<file path="src/rtl/id_ex_issue_reg.sv">
// rtl/id_ex_issue_reg.sv - ID/EX issue register with load-use hazard detection and event counters
//
// Purpose:
//   Captures the decode-stage instruction (control bundle, operands, indices)
//   each cycle and presents it to EX. Detects a load-use hazard against the
//   EX slot, inserts a single bubble and holds PC / IF/ID while it does so.
//   A decode-stage squash (flush) captures a bubble; a downstream hold
//   (ex_hold) freezes the whole register. Saturating counters record stall
//   and flush events.
//
// Ports:
//   clk, reset                      clock (rising edge), async active-high reset
//   id_valid, id_pc                 ID slot valid flag and PC
//   id_rs1data, id_rs2data, id_imm  ID operands
//   id_rd, id_rs1, id_rs2           register indices
//   id_rs1_used, id_rs2_used        source operand actually read
//   id_ctrl[19:0]                   packed control bundle
//   flush                           squash the ID instruction
//   ex_hold                         freeze this register
//   stall_if_id                     hold PC and IF/ID this cycle
//   ex_*                            registered EX-slot copies
//   stall_cnt, flush_cnt            saturating event counters

module id_ex_issue_reg #(
  parameter int XLEN        = 32,
  parameter int RFIDX_WIDTH = 5,
  parameter int CNT_W       = 16
) (
  input  logic                   clk,
  input  logic                   reset,
  input  logic                   id_valid,
  input  logic [XLEN-1:0]        id_pc,
  input  logic [XLEN-1:0]        id_rs1data,
  input  logic [XLEN-1:0]        id_rs2data,
  input  logic [XLEN-1:0]        id_imm,
  input  logic [RFIDX_WIDTH-1:0] id_rd,
  input  logic [RFIDX_WIDTH-1:0] id_rs1,
  input  logic [RFIDX_WIDTH-1:0] id_rs2,
  input  logic                   id_rs1_used,
  input  logic                   id_rs2_used,
  input  logic [19:0]            id_ctrl,
  input  logic                   flush,
  input  logic                   ex_hold,
  output logic                   stall_if_id,
  output logic                   ex_valid,
  output logic [XLEN-1:0]        ex_pc,
  output logic [XLEN-1:0]        ex_rs1data,
  output logic [XLEN-1:0]        ex_rs2data,
  output logic [XLEN-1:0]        ex_imm,
  output logic [RFIDX_WIDTH-1:0] ex_rd,
  output logic [RFIDX_WIDTH-1:0] ex_rs1,
  output logic [RFIDX_WIDTH-1:0] ex_rs2,
  output logic [19:0]            ex_ctrl,
  output logic [CNT_W-1:0]       stall_cnt,
  output logic [CNT_W-1:0]       flush_cnt
);

  localparam int CTRL_MEMTOREG = 3;

  logic                   valid_q,   valid_d;
  logic [XLEN-1:0]        pc_q,      pc_d;
  logic [XLEN-1:0]        rs1data_q, rs1data_d;
  logic [XLEN-1:0]        rs2data_q, rs2data_d;
  logic [XLEN-1:0]        imm_q,     imm_d;
  logic [RFIDX_WIDTH-1:0] rd_q,      rd_d;
  logic [RFIDX_WIDTH-1:0] rs1_q,     rs1_d;
  logic [RFIDX_WIDTH-1:0] rs2_q,     rs2_d;
  logic [19:0]            ctrl_q,    ctrl_d;
  logic [CNT_W-1:0]       stall_cnt_q, stall_cnt_d;
  logic [CNT_W-1:0]       flush_cnt_q, flush_cnt_d;

  logic load_use;
  logic capture_bubble;
  logic stall_event;
  logic flush_event;

  // Only the EX slot is checked; the EX->MEM distance is forwarded elsewhere.
  // An EX destination of x0 never creates a hazard.
  assign load_use = valid_q & ctrl_q[CTRL_MEMTOREG] & (rd_q != '0) & id_valid &
                    ((id_rs1_used & (id_rs1 == rd_q)) |
                     (id_rs2_used & (id_rs2 == rd_q)));

  // Hold wins outright, so flush cannot release a held pipeline front end.
  assign stall_if_id = ex_hold | (~flush & load_use);

  assign stall_event    = ~ex_hold & ~flush & load_use;
  assign flush_event    = ~ex_hold & flush & id_valid;
  assign capture_bubble = flush | load_use | ~id_valid;

  always_comb begin
    valid_d     = valid_q;
    pc_d        = pc_q;
    rs1data_d   = rs1data_q;
    rs2data_d   = rs2data_q;
    imm_d       = imm_q;
    rd_d        = rd_q;
    rs1_d       = rs1_q;
    rs2_d       = rs2_q;
    ctrl_d      = ctrl_q;
    stall_cnt_d = stall_cnt_q;
    flush_cnt_d = flush_cnt_q;

    if (!ex_hold) begin
      if (capture_bubble) begin
        // A bubble clears everything so a dead slot can never write memory or
        // the register file, and carries no stale operands.
        valid_d   = 1'b0;
        pc_d      = '0;
        rs1data_d = '0;
        rs2data_d = '0;
        imm_d     = '0;
        rd_d      = '0;
        rs1_d     = '0;
        rs2_d     = '0;
        ctrl_d    = '0;
      end else begin
        valid_d   = 1'b1;
        pc_d      = id_pc;
        rs1data_d = id_rs1data;
        rs2data_d = id_rs2data;
        imm_d     = id_imm;
        rd_d      = id_rd;
        rs1_d     = id_rs1;
        rs2_d     = id_rs2;
        ctrl_d    = id_ctrl;
      end

      if (stall_event && !(&stall_cnt_q)) begin
        stall_cnt_d = stall_cnt_q + 1'b1;
      end
      if (flush_event && !(&flush_cnt_q)) begin
        flush_cnt_d = flush_cnt_q + 1'b1;
      end
    end
  end

  always_ff @(posedge clk or posedge reset) begin
    if (reset) begin
      valid_q     <= 1'b0;
      pc_q        <= '0;
      rs1data_q   <= '0;
      rs2data_q   <= '0;
      imm_q       <= '0;
      rd_q        <= '0;
      rs1_q       <= '0;
      rs2_q       <= '0;
      ctrl_q      <= '0;
      stall_cnt_q <= '0;
      flush_cnt_q <= '0;
    end else begin
      valid_q     <= valid_d;
      pc_q        <= pc_d;
      rs1data_q   <= rs1data_d;
      rs2data_q   <= rs2data_d;
      imm_q       <= imm_d;
      rd_q        <= rd_d;
      rs1_q       <= rs1_d;
      rs2_q       <= rs2_d;
      ctrl_q      <= ctrl_d;
      stall_cnt_q <= stall_cnt_d;
      flush_cnt_q <= flush_cnt_d;
    end
  end

  assign ex_valid   = valid_q;
  assign ex_pc      = pc_q;
  assign ex_rs1data = rs1data_q;
  assign ex_rs2data = rs2data_q;
  assign ex_imm     = imm_q;
  assign ex_rd      = rd_q;
  assign ex_rs1     = rs1_q;
  assign ex_rs2     = rs2_q;
  assign ex_ctrl    = ctrl_q;
  assign stall_cnt  = stall_cnt_q;
  assign flush_cnt  = flush_cnt_q;

endmodule

</file>
<file path="config.mk">
export PLATFORM = sky130hd
export DESIGN_NAME = id_ex_issue_reg
export DESIGN_NICKNAME = d
export VERILOG_FILES = /design/src/rtl/id_ex_issue_reg.sv
export SDC_FILE = /design/constraint.sdc
export NUM_CORES = 1
export LEC_CHECK = 0
export BUFFER_PORTS_ARGS = -buffer_cell sky130_fd_sc_hd__buf_4
export CORE_AREA = 2 2 141 143
export DETAILED_ROUTE_END_ITERATION = 8
export DIE_AREA = 0 0 143 145
export GPL_ROUTABILITY_DRIVEN = 1
export HOLD_SLACK_MARGIN = 0.02
export PLACE_DENSITY = 0.82
export SLEW_MARGIN = 30
export SYNTH_ARGS = -nofsm -noshare
export SYNTH_HDL_FRONTEND = slang
export SYNTH_SLANG_ARGS = --single-unit
</file>
<file path="constraint.sdc">
create_clock -name clk -period 7.5 [get_ports clk]
set_clock_uncertainty 0.05 [all_clocks]
set_input_delay 1.5 -clock clk [delete_from_list [all_inputs] [get_ports clk]]
set_output_delay 1.5 -clock clk [all_outputs]
set_load 0.005 [all_outputs]
</file>
==> results.sh <==
export IMPL_cpLargestDelayFamily="compound AO/OA/AOI/OAI gates"
export IMPL_share_of_the_yosys_chip_area_belonging_to_registers_pct=63.7
export IMPL_power_density_mw_per_mm2=215
export IMPL_clock_sinks=196
export IMPL_setup_worst_path_end="stall_if_id"
export IMPL_timing_setup_tns_ns=0
export IMPL_grt_util_all_layers_pct=20.6
export IMPL_max_clock_path_buffers=2
export IMPL_grt_max_degree=142
export IMPL_critPathLaunchType="input port"
export IMPL_crit_reg2reg_launch="ex_rd[0]"
export IMPL_mostFrequentLayoutCell="sky130_fd_sc_hd__buf_4"
export IMPL_cts_root_cell="sky130_fd_sc_hd__clkbuf_16"
export IMPL_cts_tree="built"
export IMPL_post_route_drc_count=0
export IMPL_gp_routability_congestion=0.869
export IMPL_design_core_area_sq_mm=0.0192
export IMPL_synth_seq_cells=196
export IMPL_cp_depth=6
export IMPL_routed_via_count=5966
export IMPL_m1WireLength_mm=9.04
export IMPL_drive_gt1_share_pct=53.8
export IMPL_synthesis_nets=698
export IMPL_detailedRoute_firstPassIterationCount=4
export IMPL_r2r_setup_slk_ns=4.53
export IMPL_max_stage_delay_ns=0.66
export IMPL_setup_violations=0
export IMPL_maxCapViolations=0
export IMPL_dr_wl_met2_mm=10.6
export IMPL_drt_initial_drc_count=327
export IMPL_design_final_nets=1050
export IMPL_synth_area_sq_mm=0.00770
export IMPL_cts_hold_repair_buffers=0
export IMPL_maximum_level_of_the_cts_h_tree=4
export IMPL_async_flop_share_pct=100
export IMPL_mostFrequentLayoutCells="370 x sky130_fd_sc_hd__buf_4, 196 x sky130_fd_sc_hd__dfrtp_1, 96 x sky130_fd_sc_hd__a22o_1, 67 x sky130_fd_sc_hd__a22o_2, 34 x sky130_fd_sc_hd__xnor2_1"
export IMPL_min_period_ns=4.53
export IMPL_power_static_leakage_nw=5.73
export IMPL_power_ir_vdd_worst_mv=0.139
export IMPL_timing_critical_path_arrival_ns=2.98
export IMPL_antenna_violating_nets_post_route=0
export IMPL_ys_dominant_reg_cell="sky130_fd_sc_hd__dfrtp_1"
export IMPL_syn_avg_cell_area_sq_um=14.6
export IMPL_path_buf_inv=2
export IMPL_initial_cell_density_of_the_core_pct=40.1
export IMPL_place_area_sq_mm=0.0105
export IMPL_yosys_cell_types_count=34
export IMPL_clock_slew_at_the_register_clock_pins_of_the_worst_setup_and_hold_paths_ns=0.08
export IMPL_number_of_buffers_created_by_cts=17
export IMPL_critical_path_rt_ns=5.95
export IMPL_timing_slew_headroom_pct=40.5
export IMPL_critPathLaunch="id_rs1[2]"
export IMPL_synth_edff_count=0
export IMPL_fin_worst_hold_slack_ns=0.450
export IMPL_endpoint_kind="output port"
export IMPL_slew_viol_final=0
export IMPL_avgViaCountPerCell=5.16
export IMPL_ys_warnings_count=0
export IMPL_cpMaxStageDelayCell="sky130_fd_sc_hd__o22ai_2"
export IMPL_wire_per_inst_microns=18.9
export IMPL_route_top_layer_used="met4"
export IMPL_final_util_pct=57.8
export IMPL_die_area_sq_mm=0.0207
export IMPL_post_cts_setup_buffers=0
export IMPL_layout_area_overhead_vs_synth_pct=44.2
export IMPL_design_power_total_w=0.00238
export IMPL_achievable_frequency_ghz=0.221
export IMPL_grt_pass1_vias=5903
export IMPL_rsz_0062_raised_after_global_routing="no"
export IMPL_grt_antenna_before_repair=0
export IMPL_worstReg2RegEnd="ex_ctrl[13]"
export IMPL_worst_skew_pair_late_latency_ns=0.43
export IMPL_max_slew_worst_pin_slew_ns=0.893
export IMPL_num_rows=51
export IMPL_syn_instance_count=526
export IMPL_wl_met3_mm=1.62
export IMPL_place_port_buffers=366
export IMPL_path_cells="buf_4 -> xnor2_1 -> nand4_1 -> o22ai_2 -> a41o_1 -> buf_4"
export IMPL_r2r_worst_path_cells=6
export IMPL_diodes=0
export IMPL_crit_path_kind="input port to output port"
export IMPL_result_of_the_run="completed"
export IMPL_critPathMostFrequentCell="sky130_fd_sc_hd__buf_4"
export IMPL_route_final_wire_length_mm=21.9
export IMPL_stdcell_area_sq_mm=0.0111
export IMPL_die_height_microns=145
export IMPL_period_share_pct=60.4
export IMPL_cts_resized=0
export IMPL_horizontal_extent_of_the_die_microns=143
export IMPL_hold_violations=0
export IMPL_ios=367
export IMPL_worst_path_max_fanout=17
export IMPL_grt_first_pass_wirelength_mm=33.6
export IMPL_path_class_of_the_lowest_slack_min_delay_path="flop to flop"
export IMPL_post_dp_hpwl_mm=15.7
export IMPL_overflow=0
==> sequential cells by signal, indices dropped and copies added, names as in the netlist <==
register and cells:
ex_imm 32, ex_pc 32, ex_rs1data 32, ex_rs2data 32, ex_ctrl 20, flush_cnt 16
stall_cnt 16, ex_rd 5, ex_rs1 5, ex_rs2 5, ex_valid 1
==> final cells by class <==
class                           count  area [sq um]
Multi-Input combinational cell    288          2430
Clock inverter                     14           156
Inverter                            4          27.5
Clock buffer                       18           439
Fill cell                        1594          8110
Sequential cell                   196          4900
Timing Repair Buffer              371          2810
Tap cell                          265           332
==> where the power goes <==
| part | switching (W) | internal [W] |
|---|---|---|
| combinational | 0.000128 | 0.000189 |
| sequential | 0.0000485 | 0.00112 |
| clock | 0.000443 | 0.000457 |
| total | 0.000619 | 0.00176 |
==> synthesized netlist by cell type (all sizes together), types with 3 or more instances <==
library cell,number,area [sq um]
a22o,163,1510
and3,7,43.8
buf,11,170
clkbuf,27,181
dfrtp,196,4900
inv,4,15.0
nand2,11,41.3
nand3,12,60.1
nand3b,3,22.5
nand4,15,93.8
nand4b,4,35.0
nor2,14,52.6
xnor2,34,298
xor2,5,43.8
==> worst min-delay path by stage <==
stage / from / to / slack (ns) / cells past startpoint
after global routing: ex_rs1data[8] / ex_rs1data[8] / 0.47 / 1
final: flush_cnt[8] / flush_cnt[8] / 0.45 / 1
after floorplan: stall_cnt[11] / stall_cnt[11] / 0.43 / 1
after global placement: flush_cnt[15] / flush_cnt[15] / 0.44 / 1
after CTS: flush_cnt[8] / flush_cnt[8] / 0.46 / 1
after detailed placement: flush_cnt[10] / flush_cnt[10] / 0.44 / 1
==> stage by stage <==
step	cells	worst slack, ns
finish	1156	2.97
CTS	1155	2.97
detailed placement	1123	2.96
floorplan	526	0.609
global placement	1123	3.00
global route	1156	2.88
==> cells by family (layout without fill, tap and decap cells) <==
logic type,count (synthesis),after routing,synth area share [%]
DFF,196,196,63.7
AOI/OAI and AO/OA,172,172,21.3
and+or+nand+nor,73,73,5.17
buffers and inverters,42,407,4.76
xor gates and xnor gates,39,39,4.44
adders and majority gates,2,2,0.325
muxes,2,2,0.293
==> worst reg2reg max path: stages, from the launching register on <==
cell                      delay, ns
sky130_fd_sc_hd__dfrtp_1       0.49
sky130_fd_sc_hd__or3_1         0.42
sky130_fd_sc_hd__o311a_4       0.41
sky130_fd_sc_hd__a21oi_4       0.37
sky130_fd_sc_hd__buf_16        0.22
sky130_fd_sc_hd__buf_4         0.64
sky130_fd_sc_hd__a22o_2        0.30
==> layer usage <==
layer	GRT usage, %	vias to the layer above
met5	0	-
met4	6.83	0
met3	5.02	42
met2	33.2	257
met1	27.3	2966
li1	-	2701
(Power assumes the default switching activity.)
